`config.mk`:
```
export PLATFORM = sky130hd
export DESIGN_NAME = muldiv_unit
export DESIGN_NICKNAME = d
export VERILOG_FILES = /design/src/rtl/muldiv_unit_pkg.sv /design/src/rtl/muldiv_unit_step.sv /design/src/rtl/muldiv_unit.sv
export SDC_FILE = /design/constraint.sdc
export NUM_CORES = 1
export LEC_CHECK = 0
export BUFFER_PORTS_ARGS = -buffer_cell sky130_fd_sc_hd__clkbuf_2
export CAP_MARGIN = 10
export CORE_ASPECT_RATIO = 0.8
export CORE_MARGIN = 2
export CORE_UTILIZATION = 50
export DETAILED_ROUTE_END_ITERATION = 16
export GPL_ROUTABILITY_DRIVEN = 0
export GPL_TIMING_DRIVEN = 0
export PLACE_DENSITY = 0.69
export SYNTH_ARGS = -nofsm -noshare
export SYNTH_HDL_FRONTEND = slang
export SYNTH_SLANG_ARGS = --single-unit
```
`constraint.sdc`:
```
create_clock -name clock -period 10.69 [get_ports clock]
set_input_delay 1.069 -clock clock [delete_from_list [all_inputs] [get_ports clock]]
set_output_delay 1.069 -clock clock [all_outputs]
set_load 0.01 [all_outputs]
```
`src/rtl/muldiv_unit_pkg.sv`:
```
// Shared definitions for the HI/LO multiply/divide sequencer: R-type funct
// codes decoded by muldiv_unit and the sequencer state encoding.
package muldiv_unit_pkg;

    localparam logic [5:0] F_MFHI  = 6'h10;
    localparam logic [5:0] F_MTHI  = 6'h11;
    localparam logic [5:0] F_MFLO  = 6'h12;
    localparam logic [5:0] F_MTLO  = 6'h13;
    localparam logic [5:0] F_MULT  = 6'h18;
    localparam logic [5:0] F_MULTU = 6'h19;
    localparam logic [5:0] F_DIV   = 6'h1A;
    localparam logic [5:0] F_DIVU  = 6'h1B;

    typedef enum logic [1:0] {
        MD_IDLE = 2'd0,
        MD_MUL  = 2'd1,
        MD_DIV  = 2'd2,
        MD_FIX  = 2'd3
    } md_state_t;

endpackage

```
`src/rtl/muldiv_unit_step.sv`:
```
// One iteration of the muldiv datapath.
//   mode=0: shift-add multiply step on {partial_hi, multiplier_lo}.
//   mode=1: restoring divide step on {remainder, dividend/quotient}.
module muldiv_unit_step #(
    parameter int WIDTH = 32
) (
    input  logic               mode,
    input  logic [2*WIDTH-1:0] acc,
    input  logic [WIDTH-1:0]   operand,
    output logic [2*WIDTH-1:0] acc_next
);

    logic [WIDTH:0]   sum;
    logic [WIDTH+1:0] trial;

    assign sum   = {1'b0, acc[2*WIDTH-1:WIDTH]} + {1'b0, operand};
    // One extra bit so the borrow is exact even when the shifted remainder
    // reaches WIDTH+1 bits (divisor of zero or near full scale).
    assign trial = {1'b0, acc[2*WIDTH-1:WIDTH-1]} - {2'b00, operand};

    // Select the multiply or divide iteration.
    always_comb begin
        acc_next = acc;
        if (!mode) begin
            if (acc[0]) acc_next = {sum, acc[WIDTH-1:1]};
            else        acc_next = {1'b0, acc[2*WIDTH-1:1]};
        end else begin
            if (!trial[WIDTH+1]) acc_next = {trial[WIDTH-1:0], acc[WIDTH-2:0], 1'b1};
            else                 acc_next = {acc[2*WIDTH-2:0], 1'b0};
        end
    end

endmodule

```
`src/rtl/muldiv_unit.sv`:
```
// Iterative multiply/divide sequencer owning the HI/LO register pair.
// Optional build macro: MULDIV_DIV0_FLAG_EN adds a div0 output and makes a
// divide by zero skip the iterations (IDLE goes straight to FIX).
//
// state   | meaning
// MD_IDLE | waiting; MTHI/MTLO write directly, arithmetic ops launch
// MD_MUL  | one shift-add step per cycle, WIDTH steps
// MD_DIV  | one restoring-divide step per cycle, WIDTH steps
// MD_FIX  | sign correction, HI/LO write, done pulse
module muldiv_unit
    import muldiv_unit_pkg::*;
#(
    parameter int WIDTH = 32,
    parameter int CNT_W = 6
) (
    input  logic             clock,
    input  logic             reset,
    input  logic             start,
    input  logic [5:0]       funct,
    input  logic [WIDTH-1:0] a,
    input  logic [WIDTH-1:0] b,
    input  logic             flush,
    output logic             busy,
    output logic             done,
`ifdef MULDIV_DIV0_FLAG_EN
    output logic             div0,
`endif
    output logic [WIDTH-1:0] hi,
    output logic [WIDTH-1:0] lo
);

    md_state_t          state_q, state_d;
    logic [CNT_W-1:0]   cnt_q, cnt_d;
    logic [2*WIDTH-1:0] acc_q, acc_d, acc_step;
    logic [WIDTH-1:0]   op_q, op_d;
    logic [WIDTH-1:0]   hi_q, hi_d, lo_q, lo_d;
    logic               neg_q_q, neg_q_d;   // product / quotient sign
    logic               neg_r_q, neg_r_d;   // remainder sign
    logic               is_div_q, is_div_d;
    logic               dz_q, dz_d;         // divisor was zero
    logic               busy_q, busy_d, done_q, done_d;
    logic               div0_q, div0_d;

    logic               op_signed;
    logic [WIDTH-1:0]   mag_a, mag_b, quo, rem;
    logic [2*WIDTH-1:0] prod;

    assign op_signed = (funct == F_MULT) || (funct == F_DIV);
    assign mag_a     = (op_signed && a[WIDTH-1]) ? -a : a;
    assign mag_b     = (op_signed && b[WIDTH-1]) ? -b : b;
    assign prod      = neg_q_q ? -acc_q : acc_q;
    assign quo       = dz_q ? '1 : (neg_q_q ? -acc_q[WIDTH-1:0] : acc_q[WIDTH-1:0]);
    assign rem       = neg_r_q ? -acc_q[2*WIDTH-1:WIDTH] : acc_q[2*WIDTH-1:WIDTH];

    muldiv_unit_step #(.WIDTH(WIDTH)) u_step (
        .mode     (state_q == MD_DIV),
        .acc      (acc_q),
        .operand  (op_q),
        .acc_next (acc_step)
    );

    // Next-state, datapath and HI/LO write decisions.
    always_comb begin
        state_d  = state_q;
        cnt_d    = cnt_q;
        acc_d    = acc_q;
        op_d     = op_q;
        hi_d     = hi_q;
        lo_d     = lo_q;
        neg_q_d  = neg_q_q;
        neg_r_d  = neg_r_q;
        is_div_d = is_div_q;
        dz_d     = dz_q;
        busy_d   = busy_q;
        done_d   = 1'b0;
        div0_d   = 1'b0;
        case (state_q)
            MD_IDLE: begin
                if (start && !flush) begin
                    case (funct)
                        F_MTHI: hi_d = a;
                        F_MTLO: lo_d = a;
                        F_MULT, F_MULTU: begin
                            acc_d    = {{WIDTH{1'b0}}, mag_b};
                            op_d     = mag_a;
                            neg_q_d  = op_signed && (a[WIDTH-1] ^ b[WIDTH-1]);
                            neg_r_d  = 1'b0;
                            is_div_d = 1'b0;
                            dz_d     = 1'b0;
                            cnt_d    = '0;
                            busy_d   = 1'b1;
                            state_d  = MD_MUL;
                        end
                        F_DIV, F_DIVU: begin
                            acc_d    = {{WIDTH{1'b0}}, mag_a};
                            op_d     = mag_b;
                            neg_q_d  = op_signed && (a[WIDTH-1] ^ b[WIDTH-1]);
                            neg_r_d  = op_signed && a[WIDTH-1];
                            is_div_d = 1'b1;
                            dz_d     = (b == '0);
                            cnt_d    = '0;
                            busy_d   = 1'b1;
                            state_d  = MD_DIV;
`ifdef MULDIV_DIV0_FLAG_EN
                            // Same accumulator the full iteration would reach.
                            if (b == '0) begin
                                acc_d   = {mag_a, {WIDTH{1'b1}}};
                                state_d = MD_FIX;
                            end
`endif
                        end
                        default: ;
                    endcase
                end
            end
            MD_MUL, MD_DIV: begin
                acc_d = acc_step;
                cnt_d = cnt_q + 1'b1;
                if (cnt_q == CNT_W'(WIDTH - 1)) state_d = MD_FIX;
            end
            MD_FIX: begin
                if (is_div_q) begin
                    lo_d = quo;
                    hi_d = rem;
                end else begin
                    {hi_d, lo_d} = prod;
                end
                done_d  = 1'b1;
                div0_d  = is_div_q && dz_q;
                busy_d  = 1'b0;
                state_d = MD_IDLE;
            end
            default: state_d = MD_IDLE;
        endcase
        if (flush) begin
            state_d = MD_IDLE;
            busy_d  = 1'b0;
            done_d  = 1'b0;
            div0_d  = 1'b0;
            hi_d    = hi_q;
            lo_d    = lo_q;
        end
    end

    // Sequencer, accumulator and architectural HI/LO registers.
    always_ff @(posedge clock or posedge reset) begin
        if (reset) begin
            state_q  <= MD_IDLE;
            cnt_q    <= '0;
            acc_q    <= '0;
            op_q     <= '0;
            hi_q     <= '0;
            lo_q     <= '0;
            neg_q_q  <= 1'b0;
            neg_r_q  <= 1'b0;
            is_div_q <= 1'b0;
            dz_q     <= 1'b0;
            busy_q   <= 1'b0;
            done_q   <= 1'b0;
            div0_q   <= 1'b0;
        end else begin
            state_q  <= state_d;
            cnt_q    <= cnt_d;
            acc_q    <= acc_d;
            op_q     <= op_d;
            hi_q     <= hi_d;
            lo_q     <= lo_d;
            neg_q_q  <= neg_q_d;
            neg_r_q  <= neg_r_d;
            is_div_q <= is_div_d;
            dz_q     <= dz_d;
            busy_q   <= busy_d;
            done_q   <= done_d;
            div0_q   <= div0_d;
        end
    end

    assign busy = busy_q;
    assign done = done_q;
    assign hi   = hi_q;
    assign lo   = lo_q;
`ifdef MULDIV_DIV0_FLAG_EN
    assign div0 = div0_q;
`else
    logic unused_div0;
    assign unused_div0 = div0_q;
`endif

endmodule

```
==> impl_metrics.yaml <==
floorplan:
  initial_core_util_pct: 50.4
  ioPinCount: 140
  fp.dieArea_um2: 31800
  die_x_um: 199
  num_rows: 57
  core-area_um2: 30100
  die_y_um: 160
critical_path:
  path_class: "flip-flop to flip-flop"
  cp_max_fo: 10
  worstPathCellList: "clkbuf_1, clkinv_1, clkbuf_1, ha_1, nand4_1, or4_1, clkbuf_1, nor3_1, nor2_1, o41ai_2, xor2_1, a211oi_1, a21o_1"
  crit-reg2reg-launch: "acc_q[0]$_DFFE_PP0P_"
  critPathMaxStageDelay_ns: 0.65
  end_kind: "flip-flop"
  slowest_stage: "clkbuf_1"
  cpMostUsedCell: "clkbuf_1"
  crit_start: "acc_q[0]$_DFFE_PP0P_"
  cp-start-kind: "flip-flop"
  critical_path_required_ns: 11.07
  cp_data_arrival_time_ns: 5.77
layout:
  final_nets: 2207
  regArea_um2: 4350
  n_antenna_cell: 0
  syn_to_final_growth_pct: 12.0
  layout-drive-gt1-share_pct: 11.4
  multiInputGateArea_um2: 10100
  n_fill_cell: 2897
timing:
  fmax_ghz: 0.186
  relSlewSlack_pct: 19.6
  slew_viol_final: 0
  period_share_pct: 50.4
  finalHoldViolations: 0
  max_slew.worst_pin.slew_ns: 1.19
  rsz0062_at_grt: "false"
  setup_viol: 0
  clock-skew-final_ns: 0.00998
  hold_slack_ns: 0.478
  fin_crit_ns: 5.39
  setup_tns_ns: 0
  fin_ws_ns: 5.30
synthesis:
  synth.ff_latch_count: 174
  synthArstFlopShare_pct: 100
  syn_nets: 2049
  yosys.area.top_type: "dfrtp_1"
  seq_area_frac_synth_pct: 28.7
  synthTopCellsByArea: "dfrtp_1, ha_1, o21ai_0, a21oi_1, nand2_1"
  synth_top_cell_area_share_pct: 28.7
  yosysWarnings: 0
  synth_edf_count: 0
  synthTopCellsByCount: "nand2_1, o21ai_0, dfrtp_1"
  yosysMostFrequentCell: "nand2_1"
  avgSynthCellArea_um2: 7.99
  post_synth_num_cell_types: 75
  synthCells: 1900
  netlist_area_um2: 15200
  synth-main-ff-cell: "dfrtp_1"
power_and_ir_drop:
  leakage_nw: 7.41
  swShare_pct: 52.7
  cellInternalPower_mw: 2.67
  finalPower_mw: 5.65
  p_per_area_nw_per_um2: 333
  power_switching_mw: 2.98
  clockPowerShare_pct: 11.5
  peakVddDrop_v: 0.000155
  p_comb_share_pct: 65.6
  p_seq_share_pct: 22.9
min_path:
  hp-class: "flip-flop to flip-flop"
  hp-start: "hi[3]$_DFFE_PP0P_"
cts:
  cts_resized: 0
  postCtsSetupBuffers: 0
  clock_path_buffers: 2
  cts-root-buf: "clkbuf_16"
  cts_buffers: 17
  cts_hold_buf: 0
  cts_num_sinks: 174
  clk_latency_ns: 0.45
  cts_tree: "done"
  cts.clk_slew.worst_paths_ns: 0.07
  htree_levels: 4
grt:
  grt_pass1_vias: 14533
  antenna_found_initial: 0
  grt_max_degree: 109
  grt_usage_pct: 36.5
  grt.overflow.total: 0
  grt_pass1_wl_mm: 87.9
run_status:
  outcome: "finished, final reports clean"
detailed_routing:
  vias: 16458
  vias_per_cell: 6.63
  wirelength_mm: 58.7
  first_pass_iters: 9
  drc: 0
  avgRoutedWirePerCell_um: 23.6
  first_iter_violations: 2268
  ant_nets: 0
flow_run:
  maxCapViolations: 0
placed_design:
  dp_hpwl_mm: 45.9
  portBuffers: 138
  dp_slack_ns: 5.71
-- metal layers --
layer	up-vias	GRT usage (%)	share of wire [%]
met5	-	0	0
met4	0	12.7	4.2
met3	166	11.7	13
met2	1093	48.6	39
met1	7896	54.4	44
li1	7303	-	-
-- cell type report --
class                      count  share of cell area (%)
inverter                      67                    1.52
clock inverter                10                   0.670
clock buffer                  22                    2.73
multi-input combinational   1533                    59.2
sequential                   174                    25.6
buffer                       126                    2.97
tap                          413                    3.04
timing repair buffer         139                    4.22
-- sequential cells by signal, indices dropped and copies added, names as in the netlist --
name / flops
is_div_q: 1
acc_q: 64
done: 1
lo: 32
cnt_q: 6
hi: 32
neg_q_q: 1
op_q: 32
neg_r_q: 1
busy: 1
state_q: 2
dz_q: 1
-- worst paths after layout --
| path | depth (start not counted) | slack, ns | to |
|---|---|---|---|
| worst max-delay path | 13 | 5.30 | hi[16]$_DFFE_PP0P_ |
| worst min-delay path | 2 | 0.48 | hi[3]$_DFFE_PP0P_ |
| worst max register to register | 13 | 5.30 | hi[16]$_DFFE_PP0P_ |
| worst min register to register | 2 | 0.48 | hi[3]$_DFFE_PP0P_ |
| max in group asynchronous | 3 | 9.03 | acc_q[39]$_DFFE_PP0P_ |
| min in group asynchronous | 2 | 0.68 | lo[29]$_DFFE_PP0P_ |
-- cell usage in the layout (no fill, tap or decap), drive strengths merged, types with 9 or more instances in the layout --
| cell | n |
|---|---|
| o211ai | 17 |
| ha | 73 |
| a22oi | 10 |
| a211o | 9 |
| a31oi | 19 |
| nor2 | 131 |
| inv | 66 |
| nand2b | 21 |
| o21ai | 178 |
| dfrtp | 174 |
| o221ai | 12 |
| o31ai | 29 |
| buf | 15 |
| nor4 | 13 |
| and3 | 14 |
| a221o | 14 |
| o21a | 9 |
| nor3b | 20 |
| a32o | 13 |
| a211oi | 47 |
| clkbuf | 272 |
| nor3 | 34 |
| nand4 | 11 |
| o41ai | 14 |
| mux2 | 34 |
| xor2 | 85 |
| or4 | 19 |
| o22ai | 39 |
| nor2b | 18 |
| a21o | 38 |
| a21oi | 160 |
| mux2i | 30 |
| nand3 | 26 |
| nand2 | 212 |
| and2 | 10 |
| xnor2 | 81 |
| or2 | 9 |
-- critical path, delay by kind of cell (launching register included) --
| family | cells | cell delay, ns |
|---|---|---|
| AO/OA/AOI/OAI | 3 | 1.09 |
| XOR/XNOR | 1 | 0.12 |
| adder cells (fa/ha/maj) | 1 | 0.34 |
| buffers and inverters | 4 | 1.75 |
| flip-flops | 1 | 0.37 |
| AND/OR/NAND/NOR | 4 | 1.65 |
-- kinds of logic (layout without fill, tap and decap cells) --
group,after synthesis,count (layout),synth area share [%]
AOI/OAI and AO/OA,667,667,28.3
DFF,174,174,28.7
adders and majority gates,75,75,6.28
muxes,64,64,4.50
and+or+nand+nor,561,561,17.6
xor gates and xnor gates,166,166,9.58
buffers and inverters,193,364,4.99
-- stage by stage --
step / std cells / util (%) / cell area (µm²)
floorplan: 1900 / - / 15200
global placement: 2451 / 54.4 / 16400
detailed placement: 2452 / 54.6 / 16400
CTS: 2484 / 56.5 / 17000
global route: 2484 / 56.5 / 17000
finish: 2484 / 56.5 / 17000
-- power by group through the flow --
stage	logic (mW)	registers (mW)	clock network [mW]
4_1_cts	3.59	1.28	0.646
6_report	3.71	1.30	0.650
3_5_place_dp	3.57	1.29	0
3_3_place_gp	3.50	1.28	0
2_1_floorplan	2.51	1.21	0
5_1_grt	4.00	1.32	0.672
(Power assumes the default switching activity.)
